$ cat config.mk
export PLATFORM = sky130hd
export DESIGN_NAME = pingpong_nbank_buffer
export DESIGN_NICKNAME = d
export VERILOG_FILES = /design/src/rtl/pingpong_pkg.sv /design/src/rtl/pp_sdp_ram.sv /design/src/rtl/pingpong_nbank_buffer.sv
export SDC_FILE = /design/constraint.sdc
export NUM_CORES = 2
export LEC_CHECK = 0
export CAP_MARGIN = 40
export CORE_UTILIZATION = 58
export DETAILED_ROUTE_END_ITERATION = 8
export PLACE_DENSITY = 0.76
export SYNTH_ARGS = -nofsm -noshare
export SYNTH_HDL_FRONTEND = slang
export SYNTH_SLANG_ARGS = --single-unit
$ cat constraint.sdc
create_clock -name clk -period 6.2 [get_ports clk]
set_input_delay 1.24 -clock clk [delete_from_list [all_inputs] [get_ports clk]]
set_output_delay 1.24 -clock clk [all_outputs]
set_load 0.02 [all_outputs]
$ cat src/rtl/pingpong_pkg.sv
// Shared defaults and sizing helper for the N-bank ping-pong buffer.
// Imported by the buffer top level and its bank RAM.
package pingpong_pkg;

   localparam int DEF_DATA_W    = 32;
   localparam int DEF_DEPTH     = 64;
   localparam int DEF_NUM_BANKS = 2;

   // Ceiling log2 with a floor of 1 so single-bit fields never collapse to zero width.
   function automatic int clog2(input int value);
      int w;
      w = 1;
      while ((1 << w) < value) begin
         w = w + 1;
      end
      return w;
   endfunction

endpackage

$ cat src/rtl/pp_sdp_ram.sv
// Simple dual-port bank RAM: one write port, one read port with a registered output.
// The array itself is never reset; only the read register clears.
module pp_sdp_ram
   import pingpong_pkg::*;
#(
   parameter int DATA_W = DEF_DATA_W,
   parameter int DEPTH  = DEF_DEPTH
) (
   input  logic                      clk,
   input  logic                      rst_n,
   input  logic                      we,
   input  logic [clog2(DEPTH)-1:0]   waddr,
   input  logic [DATA_W-1:0]         wdata,
   input  logic                      re,
   input  logic [clog2(DEPTH)-1:0]   raddr,
   output logic [DATA_W-1:0]         rdata
);

   logic [DATA_W-1:0] mem [DEPTH];

   always_ff @(posedge clk) begin
      if (we) begin
         mem[waddr] <= wdata;
      end
   end

   // Output register holds its value when no read is issued.
   always_ff @(posedge clk or negedge rst_n) begin
      if (!rst_n) begin
         rdata <= '0;
      end else if (re) begin
         rdata <= mem[raddr];
      end
   end

endmodule

$ cat src/rtl/pingpong_nbank_buffer.sv
// N-bank ping-pong buffer: the producer fills and commits banks in ring order,
// the consumer reads and releases them in the same order.
module pingpong_nbank_buffer
   import pingpong_pkg::*;
#(
   parameter int DATA_W    = DEF_DATA_W,
   parameter int DEPTH     = DEF_DEPTH,
   parameter int NUM_BANKS = DEF_NUM_BANKS
) (
   input  logic                           clk,
   input  logic                           rst_n,
   input  logic                           wr_en,
   input  logic [clog2(DEPTH)-1:0]        wr_addr,
   input  logic [DATA_W-1:0]              wr_data,
   input  logic                           wr_commit,
   output logic                           wr_ready,
   input  logic                           rd_en,
   input  logic [clog2(DEPTH)-1:0]        rd_addr,
   output logic [DATA_W-1:0]              rd_data,
   input  logic                           rd_release,
   output logic                           rd_ready,
   output logic [NUM_BANKS-1:0]           bank_busy,
   output logic [clog2(NUM_BANKS+1)-1:0]  full_cnt,
   output logic                           err_ovf,
   output logic                           err_udf
);

   localparam int PW = clog2(NUM_BANKS);
   localparam int CW = clog2(NUM_BANKS + 1);
   localparam logic [PW-1:0] LAST_BANK = PW'(NUM_BANKS - 1);
   localparam logic [CW-1:0] ALL_FULL  = CW'(NUM_BANKS);

   logic [PW-1:0]     wp;
   logic [PW-1:0]     rp;
   logic [PW-1:0]     rd_sel;
   logic              wr_fire;
   logic              commit_fire;
   logic              rd_fire;
   logic              release_fire;
   logic [DATA_W-1:0] bank_dout [NUM_BANKS];

   function automatic logic [PW-1:0] next_ptr(input logic [PW-1:0] p);
      return (p == LAST_BANK) ? '0 : p + 1'b1;
   endfunction

   // Handshake: wr_ready/rd_ready come only from registered state. A wr_en or
   // wr_commit takes effect only while wr_ready=1, an rd_en or rd_release only
   // while rd_ready=1; any request outside that is dropped and flags an error.
   assign wr_ready     = (full_cnt < ALL_FULL);
   assign rd_ready     = (full_cnt != '0);
   assign wr_fire      = wr_en      && wr_ready;
   assign commit_fire  = wr_commit  && wr_ready;
   assign rd_fire      = rd_en      && rd_ready;
   assign release_fire = rd_release && rd_ready;

   // wp==rp only when all banks are empty or all are full, so a legal commit and
   // a legal release never touch the same bank_busy bit in one cycle.
   always_ff @(posedge clk or negedge rst_n) begin
      if (!rst_n) begin
         wp        <= '0;
         rp        <= '0;
         rd_sel    <= '0;
         full_cnt  <= '0;
         bank_busy <= '0;
         err_ovf   <= 1'b0;
         err_udf   <= 1'b0;
      end else begin
         if (commit_fire) begin
            bank_busy[wp] <= 1'b1;
            wp            <= next_ptr(wp);
         end
         if (release_fire) begin
            bank_busy[rp] <= 1'b0;
            rp            <= next_ptr(rp);
         end
         if (commit_fire && !release_fire) begin
            full_cnt <= full_cnt + 1'b1;
         end else if (!commit_fire && release_fire) begin
            full_cnt <= full_cnt - 1'b1;
         end
         if (rd_fire) begin
            rd_sel <= rp;
         end
         if ((wr_en || wr_commit) && !wr_ready) begin
            err_ovf <= 1'b1;
         end
         if ((rd_en || rd_release) && !rd_ready) begin
            err_udf <= 1'b1;
         end
      end
   end

   for (genvar b = 0; b < NUM_BANKS; b++) begin : g_bank
      pp_sdp_ram #(
         .DATA_W (DATA_W),
         .DEPTH  (DEPTH)
      ) u_ram (
         .clk   (clk),
         .rst_n (rst_n),
         .we    (wr_fire && (wp == PW'(b))),
         .waddr (wr_addr),
         .wdata (wr_data),
         .re    (rd_fire && (rp == PW'(b))),
         .raddr (rd_addr),
         .rdata (bank_dout[b])
      );
   end

   // rd_sel remembers which bank the last accepted read targeted.
   assign rd_data = bank_dout[rd_sel];

endmodule

==> Yosys cells after proc, flatten, opt, wreduce, memory -nomap -nowiden <==
Memory sizes are Yosys's and may differ from the RTL's. A register that Yosys moved wholly into a read port is not among the register bits.
Index checks and enable logic that the tools add are counted.
{ "op_classes": {"n_addsub": 4, "multipliers": 0, "n_div": 0, "order_cmp": 6, "n_eq_ne": 0, "n_shift": 0, "muxes": 17, "bitwise_logic": 6, "n_reduce_logical": 24} }
{ "op_table": {"columns": ["cell", "count"], "rows": [
  ["$mux 32", 3],
  ["$logic_and 1x1->1", 14],
  ["$mux 1", 8],
  ["$mux 2", 4],
  ["$logic_not 1->1", 6],
  ["$lt 1x2->1 const B", 2],
  ["$reduce_bool 2->1", 2],
  ["$add 1x1->1 const B", 2],
  ["$add 2x1->2 const B", 1],
  ["$and 2x2->2", 1],
  ["$demux 1 s1", 2],
  ["$ge 1x1->1 const B", 2],
  ["$ge 2x2->1 const B", 1],
  ["$logic_or 1x1->1", 2],
  ["$lt 2x2->1 const B", 1],
  ["$not 1->1", 2],
  ["$not 1->2", 1],
  ["$not 2->2", 1],
  ["$or 2x2->2", 1],
  ["$sub 2x1->2 const B", 1]
]} }
{ "totals": {"regBits": 9, "latchBits": 0, "ram_bits": 4096, "rom_bits": 0, "input_bits": 50, "word_cells": 66, "n_memories": 2} }
{ "memory_table": {"columns": ["name", "depth", "word_bits", "read_ports", "rd_clocked_by_memory_dff", "write_ports", "line", "source"], "rows": [
  ["g_bank[0].u_ram.mem", 64, 32, 1, 1, 1, "pp_sdp_ram.sv:19", "logic [DATA_W-1:0] mem [DEPTH];"],
  ["g_bank[1].u_ram.mem", 64, 32, 1, 1, 1, "pp_sdp_ram.sv:19", null]
]} }

==> Longest topological paths before layout <==
{ "depth": {"depth_word": 8, "mapped_depth": 10, "ltp_nobuf": 6} }

==> Cells and area by module <==
From an unflattened synthesis, not the netlist that was laid out.
{ "hier_totals": {"hier_cells": 7757, "area_unflattened_um2": 160767.9} }
{ "modules_own_cells": {"columns": ["module", "n_inst", "cells_per_inst", "area_per_inst_um2"], "rows": [
  ["pp_sdp_ram", 2, 3843, 79990.5],
  ["pingpong_nbank_buffer", 1, 71, 787.0]
]} }

==> Worst setup path before layout <==
No wires, ideal clock.
{ "synth_path": {"path_type": "input-to-reg", "start": "input port wr_addr[1]", "end": "memory g_bank[0].u_ram.mem[26][0] (netlist name) (enable)", "setup_time_ps": 421, "arrival_ps": 3632, "required_ps": 5779, "setup_slack_ps": 2147, "path_stages": 5, "n_path_buf": 3, "cell_sequence": "clkbuf_1 or3b_2 clkbuf_1 clkbuf_1 nor2_1"} }
{ "synth_rtl": {"columns": ["item", "line", "source"], "rows": [
  ["start, declared", "pingpong_nbank_buffer.sv:13", "input logic [clog2(DEPTH)-1:0] wr_addr,"],
  ["end, declared", "pp_sdp_ram.sv:19", null]
]} }
No word-level cell before the write port.

==> Worst setup path after layout <==
{ "layout_path": {"start": "register rd_sel", "end": "output port rd_data[30]"} }
{ "layout_via": {"elab_chain_len": 4} }
{ "layout_rtl": {"columns": ["item", "line", "source"], "rows": [
  ["start, declared", "pingpong_nbank_buffer.sv:35", "logic [PW-1:0] rd_sel;"],
  ["start signal, assigned", "pingpong_nbank_buffer.sv:82", "rd_sel <= rp;"],
  ["$not 1->2 (not written as such)", "pingpong_nbank_buffer.sv:110", "assign rd_data = bank_dout[rd_sel];"],
  ["$mux 32 (not written as such) (3 in series)", "pingpong_nbank_buffer.sv:110", null],
  ["end, declared", "pingpong_nbank_buffer.sv:19", "output logic [DATA_W-1:0] rd_data,"]
]} }
No other way between the ends. The select of a mux whose other input is x is not followed.

==> flow_summary.json <==
{
  "synth_top_flop_cell": "sky130_fd_sc_hd__edfxtp_1",
  "cp-end-kind": "output pin",
  "i_o_pins": 90,
  "design.core.area_sq_mm": 0.271,
  "pin_count_of_the_biggest_net_entering_global_routing": 122,
  "critical_path.startpoint_type": "register",
  "tritoncts": "done",
  "combinationalPowerShare_pct": 7.4,
  "post_synth_mux_area_share_pct": 14.1,
  "final_design_area_no_fill_sq_mm": 0.179,
  "finish.cell_count_without_fillers": 11900,
  "postPlaceCellArea_sq_mm": 0.166,
  "share_clk_of_total_power_pct": 39.7,
  "finalCriticalPeriod_ns": 4.37,
  "antenna_left": 0,
  "combinational_family_with_the_most_area_after_synthesis": "multiplexers",
  "max_cap_violations": 0,
  "dr_total_vias": 82800,
  "viasPerCell": 6.99,
  "avgSynthCellArea_sq_um": 21.0,
  "synth_top_cell_area_share_pct": 77.7,
  "initial_core_util_pct": 58.4,
  "number_of_library_cell_types_mapped_by_synthesis": 44,
  "power_switching_share_pct": 22.9,
  "dp_hpwl_mm": 243,
  "required_time_at_the_worst_slack_endpoint_ns": 4.96,
  "crit-reg2reg-launch": "full_cnt[1]",
  "clk_pin_slew_worst_paths_ns": 0.07,
  "clk_latency_ns": 0.99,
  "synthCells": 7554,
  "cellInternalPower_mw": 46.4,
  "yosys_register_bits": 4169,
  "clk_path_buf_depth": 4,
  "place_worst_setup_slack_ns": 1.34,
  "final_min_period_over_clock_period_pct": 70.4,
  "wirelength_mm": 430,
  "static_power_due_to_leakage_nw": 58.0,
  "power_per_cell_area_mw_per_mm2": 337,
  "timing.reg2reg.setup_slack_ns": 2.48,
  "seq_power_share_pct": 52.9,
  "vdd_drop_max_v": 0.000357,
  "post_cts_hold_buffer_count": 0,
  "maxSlewHeadroom_pct": 30.4,
  "syn2layout_area_growth_pct": 13.0,
  "synth-edff-count": 4096,
  "wire_per_inst_um": 36.2,
  "drtIter0Drc": 13100,
  "die_outline_width_um": 524,
  "yosys.area_share.xor_xnor_pct": 0.0277,
  "io_buffers": 89,
  "max_freq_mhz": 229,
  "post-synth-top-area-cell": "sky130_fd_sc_hd__edfxtp_1",
  "post_synth_instance_area_sq_mm": 0.158,
  "fillerInstances": 16600,
  "floorplan.die.height_um": 524,
  "r2r_cells": 5,
  "grt_use_total_pct": 31.0,
  "final_layout_size_suffix_gt1_share_pct": 20.8,
  "via_count_of_the_first_global_routing_pass": 81900,
  "met3_length_mm": 57.0,
  "ys_async_sr_fraction_pct": 1.75,
  "detail_route.drc_violations": 0,
  "final_critical_path_setup_slack_ns": 1.83,
  "critPathMaxFanout": 33,
  "nets": 8007,
  "cts_root_buffer": "sky130_fd_sc_hd__clkbuf_16",
  "globalplace.congestion": 0.878,
  "cts_repair_resize_count": 0,
  "met1_length_mm": 147,
  "cts_setup_buffers": 0,
  "drt_first_pass_iters": 8,
  "global_route.overflow_total": 0,
  "yosysSeqAreaShare_pct": 78.9,
  "criticalPathCategory": "register to output pin",
  "die_area_sq_mm": 0.275,
  "final.setup_skew_ns": 0.0651,
  "antenna_found_initial": 30,
  "maxSlewViolCount": 0,
  "total_switching_power_mw": 13.8,
  "grt_pass1_wl_mm": 603,
  "post_synth_fa_ha_maj_area_fraction_pct": 0.00790,
  "final.setup.tns_ns": 0,
  "wire_length_on_met2_mm": 199,
  "cts-buffers-inserted": 401,
  "outcome": "complete, no violations",
  "final_hold_viol_count": 0,
  "regToRegEndpoint": "g_bank[0].u_ram.mem[43][0]",
  "max_slew.worst_pin.slew_ns": 1.04,
  "rsz_0062_raised_after_global_routing": "false",
  "route.top_layer_used": "met5",
  "yosys-top-cells-area": "sky130_fd_sc_hd__edfxtp_1 (78%), sky130_fd_sc_hd__mux4_2 (8.2%), sky130_fd_sc_hd__mux2i_1 (5.7%), sky130_fd_sc_hd__a22oi_1 (1.8%), sky130_fd_sc_hd__dfrtp_1 (1.2%)",
  "yosys_warnings": 0,
  "fp-row-count": 191,
  "synthTopCellsByCount": "sky130_fd_sc_hd__edfxtp_1 (4096), sky130_fd_sc_hd__mux2i_1 (896), sky130_fd_sc_hd__mux4_2 (576)",
  "synth_compound_area_share_pct": 4.33,
  "setup_viol": 0,
  "post-synth-top-count-cell": "sky130_fd_sc_hd__edfxtp_1",
  "numClockSinks": 4169,
  "arrival_ns": 3.13,
  "class_of_the_tightest_hold_or_removal_check": "input pin to asynchronous set/reset pin",
  "cts.htree.levels": 5,
  "place.detailed.instances": 11100,
  "post_synth_and_or_nand_nor_area_fraction_pct": 1.35,
  "post_synthesis_net_count": 7605
}
==> state kept, by name, summed over array words and instances, names as in the netlist <==
name,cells
err_udf,1
rp,1
err_ovf,1
bank_busy,2
g_bank.u_ram.mem,4096
g_bank.u_ram.rdata,64
rd_sel,1
full_cnt,2
wp,1
==> layout make-up <==
cell class	count	area, sq um	area share (%)
sequential	4169	125000	69.8
clock inverter	186	1810	1.01
tap	3570	4470	2.50
inverter	2	7.51	0.00420
clock buffer	536	10800	6.06
timing repair buffer	454	4500	2.52
antenna	11	27.5	0.0154
multi-input combinational	2928	32500	18.1
==> cells by family after synthesis <==
family                     after synthesis
DFF                                   4169
muxes                                 1504
AOI/OAI and AO/OA                      967
buffers and inverters                  457
and+or+nand+nor                        451
xor gates and xnor gates                 5
adders and majority gates                1
==> through the flow <==
stage | total power, mW | util (%) | hold slack, ns
global route | 61.3 | 66.0 | 0.172
floorplan | 34.1 | - | 0.453
global placement | 36.6 | 61.0 | 0.452
finish | 60.2 | 66.0 | 0.199
detailed placement | 36.7 | 61.3 | 0.453
CTS | 60.1 | 66.0 | 0.149
==> power groups by stage <==
stage | Clock (mW) | Combinational (mW) | Sequential [mW]
after floorplan | 0 | 2.12 | 32.0
after global placement | 0 | 4.19 | 32.4
after detailed placement | 0 | 4.34 | 32.4
after CTS | 23.9 | 4.39 | 31.8
after global routing | 24.9 | 4.53 | 31.8
final | 23.9 | 4.48 | 31.8
==> layer usage <==
metal	vias up	track usage, %
li1	32500	-
met1	42600	41.9
met2	6565	47.6
met3	1115	7.32
met4	12	16.3
met5	-	0
==> worst max-delay path: stages, from the launching register on <==
cell	delay, ns
sky130_fd_sc_hd__dfrtp_1	0.34
sky130_fd_sc_hd__buf_4	0.51
sky130_fd_sc_hd__mux2_2	0.42
sky130_fd_sc_hd__clkdlybuf4s50_1	0.80
==> how the worst max path moves through the flow <==
stage          slack [ns]  cells past startpoint                         end        from
5_1_grt              1.87                      3                 rd_data[30]      rd_sel
4_1_cts              1.84                      3                 rd_data[30]      rd_sel
3_3_place_gp         0.60                      7    g_bank[1].u_ram.rdata[5]  rd_addr[5]
2_1_floorplan        2.15                      5  g_bank[0].u_ram.mem[26][0]  wr_addr[1]
3_5_place_dp         1.34                      6  g_bank[0].u_ram.mem[43][9]       wr_en
6_report             1.83                      3                 rd_data[30]      rd_sel
==> placed cells by master (no fill, tap or decap), types with 11 or more instances in the layout <==
cell	netlist	layout
sky130_fd_sc_hd__edfxtp_1	4096	4096
sky130_fd_sc_hd__mux2i_1	896	896
sky130_fd_sc_hd__mux4_2	576	576
sky130_fd_sc_hd__clkbuf_16	0	404
sky130_fd_sc_hd__a22oi_1	384	384
sky130_fd_sc_hd__buf_4	27	305
sky130_fd_sc_hd__o22ai_1	192	192
sky130_fd_sc_hd__nand3_1	137	135
sky130_fd_sc_hd__nor2_4	0	130
sky130_fd_sc_hd__a31oi_1	129	129
sky130_fd_sc_hd__clkbuf_1	224	108
sky130_fd_sc_hd__nand2_1	78	74
sky130_fd_sc_hd__dfrtp_1	73	73
sky130_fd_sc_hd__a21oi_1	65	65
sky130_fd_sc_hd__o211ai_1	65	65
sky130_fd_sc_hd__a22o_1	64	64
sky130_fd_sc_hd__a211o_1	64	64
sky130_fd_sc_hd__clkinv_2	0	63
sky130_fd_sc_hd__clkinv_1	0	61
sky130_fd_sc_hd__nor4_1	64	58
sky130_fd_sc_hd__clkdlybuf4s50_1	0	53
sky130_fd_sc_hd__buf_12	0	45
sky130_fd_sc_hd__bufinv_16	0	34
sky130_fd_sc_hd__mux2_2	32	32
sky130_fd_sc_hd__clkbuf_8	0	24
sky130_fd_sc_hd__buf_16	0	18
sky130_fd_sc_hd__buf_2	176	18
sky130_fd_sc_hd__clkinvlp_4	0	15
sky130_fd_sc_hd__diode_2	0	11
(Power assumes the default switching activity.)
